File: src/rtl/flow_pkg.sv
// Shared constants and types for the register file / program counter datapath.
package flow_pkg;

  // Register index that holds the program counter.
  localparam int unsigned REG_PC = 0;

  localparam int unsigned DEFAULT_WIDTH    = 16;
  localparam int unsigned DEFAULT_NUM_REGS = 16;

  typedef logic [DEFAULT_WIDTH-1:0] reg_word_t;

endpackage

File: src/rtl/pc_next.sv
// Program counter next-state selector.
// Priority: write-back to PC > branch load > increment > hold.
module pc_next #(
  parameter int unsigned WIDTH   = 16,
  parameter int unsigned PC_STEP = 1
) (
  input  logic [WIDTH-1:0] pc,
  input  logic             pc_inc,
  input  logic             pc_load,
  input  logic [WIDTH-1:0] pc_target,
  input  logic             wr_pc,
  input  logic [WIDTH-1:0] wr_data,
  output logic [WIDTH-1:0] pc_nxt
);

  localparam logic [WIDTH-1:0] STEP = WIDTH'(PC_STEP);

  // Priority-resolved PC next state; the increment wraps modulo 2^WIDTH.
  always_comb begin
    pc_nxt = pc;
    if (wr_pc) begin
      pc_nxt = wr_data;
    end else if (pc_load) begin
      pc_nxt = pc_target;
    end else if (pc_inc) begin
      pc_nxt = pc + STEP;
    end
  end

endmodule

File: src/rtl/regfile_pc.sv
// Register file with the program counter held in register 0.
// Optional build macro: REGFILE_BYPASS_EN -- read ports return the next-state value of the
// addressed register instead of the stored value.
module regfile_pc
  import flow_pkg::*;
#(
  parameter int unsigned     WIDTH    = DEFAULT_WIDTH,
  parameter int unsigned     NUM_REGS = DEFAULT_NUM_REGS,
  parameter int unsigned     RD_PORTS = 2,
  parameter int unsigned     PC_STEP  = 1,
  parameter logic [WIDTH-1:0] RESET_PC = '0,
  localparam int unsigned    AW       = $clog2(NUM_REGS)
) (
  input  logic                         clock,
  input  logic                         reset,
  input  logic                         pc_inc,
  input  logic                         pc_load,
  input  logic [WIDTH-1:0]             pc_target,
  input  logic                         wr_en,
  input  logic [AW-1:0]                wr_addr,
  input  logic [WIDTH-1:0]             wr_data,
  input  logic [RD_PORTS*AW-1:0]       rd_addr,
  output logic [RD_PORTS*WIDTH-1:0]    rd_data,
  output logic [WIDTH-1:0]             pc,
  output logic [NUM_REGS*WIDTH-1:0]    registers,
  output logic                         pc_conflict
);

  logic             wr_pc;
  logic [WIDTH-1:0] pc_q;
  logic [WIDTH-1:0] pc_nxt;
  logic             conflict_q;

  // Next-state view of every register, feeding the bypass read path.
  logic [NUM_REGS*WIDTH-1:0] next_view;

  assign wr_pc = wr_en && (wr_addr == AW'(REG_PC));

  pc_next #(
    .WIDTH  (WIDTH),
    .PC_STEP(PC_STEP)
  ) u_pc_next (
    .pc       (pc_q),
    .pc_inc   (pc_inc),
    .pc_load  (pc_load),
    .pc_target(pc_target),
    .wr_pc    (wr_pc),
    .wr_data  (wr_data),
    .pc_nxt   (pc_nxt)
  );

  // PC register; reset discards any pending write, load or increment.
  always_ff @(posedge clock or posedge reset) begin
    if (reset) begin
      pc_q <= RESET_PC;
    end else begin
      pc_q <= pc_nxt;
    end
  end

  // Flag a write-back to PC that collided with a branch load (write-back already won).
  always_ff @(posedge clock or posedge reset) begin
    if (reset) begin
      conflict_q <= 1'b0;
    end else begin
      conflict_q <= wr_pc && pc_load;
    end
  end

  assign pc          = pc_q;
  assign pc_conflict = conflict_q;

  assign registers[REG_PC*WIDTH +: WIDTH] = pc_q;
  assign next_view[REG_PC*WIDTH +: WIDTH] = pc_nxt;

  // General-purpose registers 1..NUM_REGS-1.
  for (genvar gi = 1; gi < NUM_REGS; gi++) begin : g_gp
    logic             hit;
    logic [WIDTH-1:0] q;

    assign hit = wr_en && (wr_addr == AW'(gi));

    // Write-back storage for one general-purpose register.
    always_ff @(posedge clock or posedge reset) begin
      if (reset) begin
        q <= '0;
      end else if (hit) begin
        q <= wr_data;
      end
    end

    assign registers[gi*WIDTH +: WIDTH] = q;
    assign next_view[gi*WIDTH +: WIDTH] = hit ? wr_data : q;
  end

  // Combinational read ports.
  for (genvar gp = 0; gp < RD_PORTS; gp++) begin : g_rd
    logic [AW-1:0] addr;
    assign addr = rd_addr[gp*AW +: AW];
`ifdef REGFILE_BYPASS_EN
    assign rd_data[gp*WIDTH +: WIDTH] = next_view[addr*WIDTH +: WIDTH];
`else
    assign rd_data[gp*WIDTH +: WIDTH] = registers[addr*WIDTH +: WIDTH];
`endif
  end

`ifndef REGFILE_BYPASS_EN
  // Next-state view only feeds the bypass path.
  logic unused_next_view;
  assign unused_next_view = ^next_view;
`endif

endmodule

File: config.mk
export PLATFORM = sky130hd
export DESIGN_NAME = regfile_pc
export DESIGN_NICKNAME = d
export VERILOG_FILES = /design/src/rtl/flow_pkg.sv /design/src/rtl/pc_next.sv /design/src/rtl/regfile_pc.sv
export SDC_FILE = /design/constraint.sdc
export NUM_CORES = 1
export LEC_CHECK = 0
export CAP_MARGIN = 20
export CORE_AREA = 2 2 181 165
export DETAILED_ROUTE_END_ITERATION = 16
export DIE_AREA = 0 0 183 167
export PLACE_DENSITY_LB_ADDON = 0.15
export SYNTH_ARGS = -nofsm -noshare
export SYNTH_HDL_FRONTEND = slang
export SYNTH_SLANG_ARGS = --single-unit
export TNS_END_PERCENT = 100
File: constraint.sdc
create_clock -name clock -period 11 [get_ports clock]
set_input_delay 1.1 -clock clock [delete_from_list [all_inputs] [get_ports clock]]
set_output_delay 1.1 -clock clock [all_outputs]
set_load 0.02 [all_outputs]
==> metrics.cfg, run 1 <==
[outcome]
run_status=finished, final reports clean

[drt]
wl_per_cell_um=28.9
drc_violations=0
detail_route.iter0.violations=884
dr_wl_met3_um=4610
wl_met1_um=20400
routed_wirelength_um=48200
drt_pass1_iterations=5
viasPerCell=6.48
top_layer=met4
final_antenna_net_count=0
met2_wire_length_um=21700
detailroute.via_count=10800

[synthesis]
dominant_combinational_cell_family_by_area_after_synthesis=multiplexers
netlist-cell-type-count=45
dominantRegCellSynth=dfrtp_1
synth-compound-area-share_pct=4.96
post_synthesis_sequential_element_count=257
synthXorXnorAreaFrac_pct=0.680
synth_area_per_cell_um2=14.6
mappedNetlistArea_um2=14200
synth.yosys.seq_area_share_pct=45.4
post_synth_and_or_nand_nor_area_fraction_pct=4.54
synthesis.instances=972
yosys.area_share.adder_pct=0.0883
synth_warnings=0
synth_enable_flop_cells=0
synth_async_sr_flop_share_pct=100
postSynthNetCount=1022
post_synth_mux_area_share_pct=40.1

[worst_hold_path]
min-delay-path-class=reg2reg

[clock_tree]
post_cts.repair.setup_buffers=0
cts_tree=built
clockRootBuffer=clkbuf_16
postCtsResizedCells=0
max-clock-path-buffers=3
cts_buffers=28
clock-sinks=257
worstSkewPairLatency_ns=0.54
cts-hold-fix-buffers=0
htree_levels=1
worst_setup_hold_path_clk_slew_ns=0.06

[place]
post-place-cells=1608
gp_congestion=0.889
dp_hpwl_um=33000
placement.io_buffers=353
dpl_worst_slack_ns=6.02

[layout]
final_cell_mix=clkdlybuf4s50_1 (349), dfrtp_1 (257), mux2_2 (230)
final_common_cell=clkdlybuf4s50_1
synthToLayoutAreaGrowth_pct=32.1
final_layout_size_suffix_gt1_share_pct=35.0
fillerInstances=2165
nets=1326
finalNonFillerCells=1665

[global_routing]
pin_count_of_the_biggest_net_entering_global_routing=108
grt.total_usage_pct=31.6
via_count_of_the_first_global_routing_pass=10600
antenna_violations_before_repair=2
grt_pass1_wl_um=71800
grt-ovfl-total=0

[setup_path]
timing.critical_path.arrival_ns=3.89
crit_chain=buf_4 -> buf_4 -> mux4_2 -> a22oi_1 -> nand2_1 -> clkdlybuf4s50_1
critical_path_class=in2out
worst-r2r-setup-slack_ns=9.06
most_frequent_cell_on_the_critical_path=buf_4
crit_path_start_kind=input pin
critical_path_fanouts_max=41
cp.required_ns=9.90
slowest_stage=buf_4
crit_buf_inv=3
critical_path.max_stage_delay_ns=0.68
cpLargestDelayFamily=buffers and inverters
worstSetupEndpointType=output pin

[pwr]
p_leak_nw=7.53
vdd.ir_drop.worst_mv=0.131
report.power.total_mw=3.84
relative_contribution_of_the_clock_network_to_total_power_pct=23.7
swShare_pct=35.2
internal_power_mw=2.49
sequentialPowerShare_pct=37.6
power_density_nw_per_um2=205
switchingPower_mw=1.35
share_comb_of_total_power_pct=38.7

[timing]
drv_slew=0
setup_ws_ns=6.01
setup_viol=0
slew-limit-headroom_pct=23.7
timing_hold_violations_final=0
finClkSkew_ns=0.00588
fmax_mhz=200
tightest_slew_ns=1.14
timing.final.crit_period_ns=4.99
finalCritPeriodShare_pct=45.4
final.setup.tns_ns=0
rsz_0062_raised_after_global_routing=no

[floorplan]
dieArea_um2=30600
die_y_um=167
std_cell_rows=59
initial_core_util_pct=49.5
fp.dieW_um=183
floorplan.core_area_um2=28600
ioPinCount=354

[job]
maxCapViolCount=0

## cell families after synthesis
kind of cell	Yosys count
buffers and inverters	107
adders and majority gates	1
AOI/OAI and AO/OA	100
and+or+nand+nor	123
DFF	257
muxes	373
xor gates and xnor gates	11
## synthesized netlist by cell type, types with 5 or more instances
cell type | number | area share [%]
buf_4 | 31 | 1.6
mux2_4 | 10 | 1.1
nand4_1 | 8 | 0.35
dfrtp_1 | 257 | 45
mux4_2 | 127 | 20
nor2_1 | 13 | 0.34
buf_2 | 33 | 1.2
mux2_2 | 230 | 18
a22oi_1 | 64 | 3.4
nand2_1 | 49 | 1.3
clkbuf_1 | 30 | 0.79
nand2b_1 | 7 | 0.31
nor2_2 | 9 | 0.40
a21oi_1 | 10 | 0.35
nor2b_1 | 6 | 0.26
nor3b_1 | 5 | 0.26
o21ai_0 | 12 | 0.42
xnor2_1 | 8 | 0.49
nor3_1 | 6 | 0.21
mux2i_1 | 5 | 0.35
## sequential cells by signal, summed over array words and instances (netlist names)
| signal | count |
|---|---|
| pc_conflict | 1 |
| g_gp.q | 240 |
| pc | 16 |
## final timing paths
check | from | depth (start not counted) | endpoint
min in group asynchronous | reset | 2 | g_gp[6].q[12]
max in group asynchronous | reset | 3 | g_gp[9].q[3]
worst max register to register | pc[5] | 4 | pc[10]
worst max-delay path | rd_addr[5] | 6 | rd_data[20]
worst min-delay path | g_gp[14].q[2] | 1 | g_gp[14].q[2]
worst min register to register | g_gp[14].q[2] | 1 | g_gp[14].q[2]
## area by class of cell
| type | instances | area [um2] | area share [%] |
|---|---|---|---|
| diodes | 2 | 5.00 | 0.0267 |
| clock inverters | 13 | 109 | 0.582 |
| flip-flops and latches | 257 | 6430 | 34.4 |
| inverters | 4 | 22.5 | 0.120 |
| clock buffers | 38 | 778 | 4.16 |
| well taps | 366 | 458 | 2.45 |
| multi-input cells | 608 | 7140 | 38.1 |
| repair buffers | 377 | 3780 | 20.2 |
## per-layer routing
layer / up-vias / track usage [%]
li1: 4379 / -
met2: 629 / 47.1
met4: 0 / 8.56
met1: 5701 / 47.5
met3: 80 / 6.32
met5: - / 0
## power groups by stage
stage	Clock (mW)	Sequential [mW]	Combinational [mW]
finish	0.910	1.44	1.49
global route	0.961	1.47	1.55
CTS	0.920	1.43	1.49
detailed placement	0	1.45	1.48
global placement	0	1.44	1.46
floorplan	0	1.61	0.574
## through the flow
stage | hold slack, ns | cell area, um2 | util, %
5_1_grt | 0.580 | 18700 | 65.4
6_report | 0.550 | 18700 | 65.4
3_5_place_dp | 0.535 | 17800 | 62.0
4_1_cts | 0.549 | 18700 | 65.1
3_3_place_gp | 0.532 | 17700 | 61.8
2_1_floorplan | 0.664 | 14200 | -
(Power assumes the default switching activity.)
==> inputs of run 2 (changes only) <==
==> constraint.sdc (replaced) <==
create_clock -name clock -period 5 [get_ports clock]
set_input_delay 0.5 -clock clock [delete_from_list [all_inputs] [get_ports clock]]
set_output_delay 0.5 -clock clock [all_outputs]
set_load 0.02 [all_outputs]
==> run 2 against run 1 <==
  * First-iteration DRC count is 6.0% higher
  * Non-clock buffer count rose by 9
  * Die area unchanged
  * Final area is 1.2% higher
  * Critical path depth unchanged
  * Clock power increased by 140%
  * Routed wire length is 2.6% lower
  * Power up 130%
==> metrics.cfg, run 2 (same netlist as run 1, synthesis figures left out) <==
[setup_path]
rr_worst_depth=5
rr_startpoint=pc[0]
worst-r2r-setup-slack_ns=3.07
critical_path_fanouts_max=26
crit_path_start_kind=input pin
cp.required_ns=4.50
critical_path_class=in2out
rr_endpoint=pc[10]
worstSetupEndpointType=output pin
timing.critical_path.arrival_ns=2.87

[floorplan]
initial_core_util_pct=49.5
dieArea_um2=30600
ioPinCount=354
die_y_um=167
floorplan.core_area_um2=28600
std_cell_rows=59
fp.dieW_um=183

[layout]
multiInputGateArea_um2=7140
antenna-diode-count=0
final_layout_size_suffix_gt1_share_pct=35.4
seqCellArea_um2=6430
post-route-cell-area_um2=18900
fillerInstances=2122
largest_register_ff_count=240
synthToLayoutAreaGrowth_pct=33.6
final_cell_mix=clkdlybuf4s50_1 (349), dfrtp_1 (257), mux2_2 (230)
nets=1336
final_core_utilization_pct=66.1
finalNonFillerCells=1674
largest_register=g_gp.q
final_common_cell=clkdlybuf4s50_1

[clock_tree]
clockRootBuffer=clkbuf_16
cts_tree=built
clock-sinks=257
cts_buffers=29
worstSkewPairLatency_ns=0.54
max-clock-path-buffers=3
postCtsResizedCells=0
worst_setup_hold_path_clk_slew_ns=0.06
post_cts.repair.setup_buffers=0
cts-hold-fix-buffers=0
htree_levels=1

[drt]
routed_wirelength_um=46900
detailroute.via_count=10700
drt_pass1_iterations=4
wl_per_cell_um=28.0
viasPerCell=6.41
detail_route.iter0.violations=937
final_antenna_net_count=0
drc_violations=0

[place]
dpl_worst_slack_ns=1.60
post-place-cells=1617
dp_hpwl_um=32800
dpl-instance-area_um2=17900
gp_congestion=0.876
placement.io_buffers=353

[timing]
finClkSkew_ns=0.00320
timing.final.crit_period_ns=3.37
drv_slew=0
fmax_mhz=296
finalCritPeriodShare_pct=67.5
final.setup.tns_ns=0
setup_ws_ns=1.63
setup_viol=0
rsz_0062_raised_after_global_routing=no
slew-limit-headroom_pct=25.0
timing_hold_violations_final=0
final.hold.worst_slack_ns=0.467
tightest_slew_ns=1.12

[pwr]
power_density_nw_per_um2=457
vdd.ir_drop.worst_mv=0.286
p_leak_nw=7.65
report.power.total_mw=8.65

[job]
maxCapViolCount=0

[outcome]
run_status=finished, final reports clean

[global_routing]
via_count_of_the_first_global_routing_pass=10500
grt.total_usage_pct=30.8
grt_pass1_wl_um=70700
pin_count_of_the_biggest_net_entering_global_routing=156
grt-ovfl-total=0
antenna_violations_before_repair=0

[worst_hold_path]
min-delay-path-class=in2async

==> run 2: cell count changes in the layout (fill, tap and decap cells not counted), sizes merged <==
cell | previous run | this run
bufinv | 1 | 4
clkbuf | 38 | 42
clkinvlp | 3 | 1
diode | 2 | 0
buf | 28 | 37
clkinv | 9 | 6
==> run 2: area by class of cell <==
cell class,instances,share of cell area (%)
clock buffers,42,4.35
clock inverters,11,0.859
inverters,4,0.0991
multi-input cells,608,37.7
flip-flops and latches,257,34.0
well taps,366,2.42
repair buffers,386,20.6
==> run 2: worst max-delay path by stage <==
stage / start / to / slack (ns) / depth (start not counted)
floorplan: reset / g_gp[10].q[0] / 1.11 / 1
CTS: rd_addr[0] / rd_data[14] / 1.60 / 6
finish: rd_addr[0] / rd_data[14] / 1.63 / 6
detailed placement: rd_addr[0] / rd_data[14] / 1.60 / 6
global placement: rd_addr[0] / rd_data[14] / 1.64 / 6
global route: rd_addr[0] / rd_data[14] / 1.48 / 6
==> run 2: critical path: stages <==
cell	delay [ns]
buf_4	0.42
buf_4	0.37
mux4_2	0.54
a22oi_1	0.32
nand2_1	0.14
clkdlybuf4s50_1	0.56
==> run 2: metal layers <==
| layer | vias to the layer above | wire (um) | GRT usage (%) |
|---|---|---|---|
| li1 | 4398 | - | - |
| met1 | 5679 | 20300 | 46.5 |
| met2 | 577 | 21400 | 45.5 |
| met3 | 72 | 4100 | 6.58 |
| met4 | 0 | 1220 | 8.24 |
| met5 | - | 0 | 0 |
==> run 2: where the power goes <==
part	switching, mW	leakage (nW)	total, mW	internal (mW)
sequential	0.599	3.14	3.15	2.55
clock	0.864	0.488	2.21	1.35
combinational	1.50	4.02	3.29	1.79
total	2.97	7.65	8.65	5.69
==> inputs of run 3 (changes only) <==
--- a/config.mk
+++ b/config.mk
@@ -6,9 +6,9 @@
 export NUM_CORES = 1
 export LEC_CHECK = 0
 export CAP_MARGIN = 20
-export CORE_AREA = 2 2 181 165
+export CORE_AREA = 2 2 191 174
 export DETAILED_ROUTE_END_ITERATION = 16
-export DIE_AREA = 0 0 183 167
+export DIE_AREA = 0 0 193 176
 export PLACE_DENSITY_LB_ADDON = 0.15
 export SYNTH_ARGS = -nofsm -noshare
 export SYNTH_HDL_FRONTEND = slang
==> constraint.sdc (replaced) <==
create_clock -name clock -period 2.85 [get_ports clock]
set_input_delay 0.285 -clock clock [delete_from_list [all_inputs] [get_ports clock]]
set_output_delay 0.285 -clock clock [all_outputs]
set_load 0.02 [all_outputs]
==> run 3 against run 2 <==
  * Worst hold slack worse by 0.45 ns
  * Sequential power up 76%
  * Clock power rose by 95%
  * Non-clock buffer count grew 26
  * Register-to-register slack lost 2.2 ns
  * Sequential share of layout area is 0.99 points lower
  * First-iteration DRC count shrank 13%
  * Highest routed layer unchanged
==> metrics.cfg, run 3 (same netlist as run 1, synthesis figures left out) <==
[floorplan]
fp.dieW_um=193
dieArea_um2=34000
ioPinCount=354
die_y_um=176
std_cell_rows=62
floorplan.core_area_um2=31800
initial_core_util_pct=44.5

[global_routing]
pin_count_of_the_biggest_net_entering_global_routing=85
grt_use_met3_pct=7.00
grt_pass1_wl_um=73300
global_route.peak_usage_layer=met2
grt-ovfl-total=0
grt.total_usage_pct=29.4
via_count_of_the_first_global_routing_pass=10800
antenna_violations_before_repair=3
grt_util_met2_pct=44.0
groute.layer.met1.usage_pct=42.9

[setup_path]
critical_path.max_stage_delay_ns=0.56
timing.critical_path.arrival_ns=2.55
slowest_stage=clkdlybuf4s50_1
critical_path_startpoint=g_gp[7].q[5]
crit_path_start_kind=register
rr_startpoint=pc[1]
worstSetupEndpointType=output pin
crit_chain=mux4_2 -> a22oi_1 -> nand2_1 -> clkdlybuf4s50_1
cp.required_ns=2.57
critical_path_fanouts_max=4
worst-r2r-setup-slack_ns=0.90
rr_endpoint=pc[10]
rr_worst_depth=5
critical_path_class=reg2out

[clock_tree]
cts_buffers=30
cts-hold-fix-buffers=0
cts_tree=built
clockRootBuffer=clkbuf_16
worstSkewPairLatency_ns=0.55
post_cts.repair.setup_buffers=0
htree_levels=1
worst_setup_hold_path_clk_slew_ns=0.06
max-clock-path-buffers=3
clock-sinks=257

[place]
dp_hpwl_um=35900
post-place-cells=1697
dpl_worst_slack_ns=0.260
placement.io_buffers=353
gp_congestion=0.882
dpl-instance-area_um2=18300

[drt]
viasPerCell=6.15
wl_per_cell_um=28.5
detail_route.iter0.violations=818
final_antenna_net_count=0
routed_wirelength_um=50000
drc_violations=0
detailroute.via_count=10800
drt_pass1_iterations=5

[layout]
seqCellArea_um2=6430
multiInputGateArea_um2=7200
fillerInstances=2573
largest_register_ff_count=240
final_common_cell=clkdlybuf4s50_1
nets=1363
final_cell_mix=clkdlybuf4s50_1 (341), dfrtp_1 (254), mux2_2 (230)
post-route-cell-area_um2=19500
synthToLayoutAreaGrowth_pct=37.7
final_layout_size_suffix_gt1_share_pct=38.2
largest_register=g_gp.q
finalNonFillerCells=1755
final_core_utilization_pct=61.4

[job]
maxCapViolCount=0

[timing]
finalCritPeriodShare_pct=99.6
setup_viol=0
timing.final.crit_period_ns=2.84
timing_hold_violations_final=0
fmax_mhz=352
setup_ws_ns=0.0123
tightest_slew_ns=0.769
slew-limit-headroom_pct=48.6
rsz_0062_raised_after_global_routing=no
drv_slew=0
finClkSkew_ns=0.00582

[pwr]
p_leak_nw=7.95
vdd.ir_drop.worst_mv=0.646
power_density_nw_per_um2=808

[outcome]
run_status=finished, final reports clean

[worst_hold_path]
min-delay-path-class=in2async

==> run 3: cell types whose count changed in the layout (fill, tap and decap cells not counted), sizes merged <==
cell | before | now
buf | 37 | 63
bufinv | 4 | 7
clkbuf | 42 | 39
clkdlybuf4s50 | 349 | 341
clkinv | 6 | 7
clkinvlp | 1 | 3
diode | 0 | 3
dlygate4sd2 | 0 | 2
dlymetal6s2s | 0 | 6
inv | 4 | 3
==> run 3: power breakdown <==
part           switching [mW]  internal [mW]  total (mW)
Sequential               1.07           4.48        5.55
Clock                    1.60           2.72        4.32
Combinational            2.71           3.19        5.90
Total                    5.38           10.4        15.8
==> run 3: per-stage QoR <==
step | TNS (ns) | total power [mW] | hold WS [ns]
after floorplan | -210.90 | 8.44 | 0.437
after global placement | 0 | 11.4 | 0.532
after detailed placement | 0 | 11.4 | 0.544
after CTS | 0 | 15.8 | 0.00732
after global routing | 0 | 16.4 | 0.0341
final | 0 | 15.8 | 0.0176
==> run 3: what timing repair did <==
action | in CTS | in global routing
gates resized for setup | 8 | 15
setup endpoints to repair | 9 | 15
pin swaps | 0 | 0
==> run 3: how the worst max path moves through the flow <==
| stage | endpoint | slack, ns |
|---|---|---|
| 5_1_grt | rd_data[5] | 0.008 |
| 6_report | rd_data[21] | 0.01 |
| 4_1_cts | rd_data[14] | 0.01 |
| 3_3_place_gp | rd_data[31] | 0.24 |
| 3_5_place_dp | rd_data[31] | 0.26 |
| 2_1_floorplan | g_gp[10].q[0] | -0.82 |
==> run 3: per-layer routing <==
layer	wire, um	part of all wire [%]	up-vias
met5	0	0	-
met4	1630	3.3	0
met3	4460	8.9	80
met2	22500	45	541
met1	21400	43	5720
li1	-	-	4455
==> run 3: worst max-delay path: cells and delay by family (launching register included) <==
| family | cells | cell delay [ns] |
|---|---|---|
| mux | 1 | 0.50 |
| simple gates | 1 | 0.15 |
| buf+inv | 1 | 0.56 |
| flops | 1 | 0.42 |
| compound gates | 1 | 0.36 |
==> run 3: layout make-up <==
cell class,instances,area share (%)
diodes,3,0.0385
well taps,416,2.67
repair buffers,412,21.6
multi-input cells,608,36.9
inverters,4,0.0962
flip-flops and latches,257,33.0
clock inverters,16,1.39
clock buffers,39,4.33
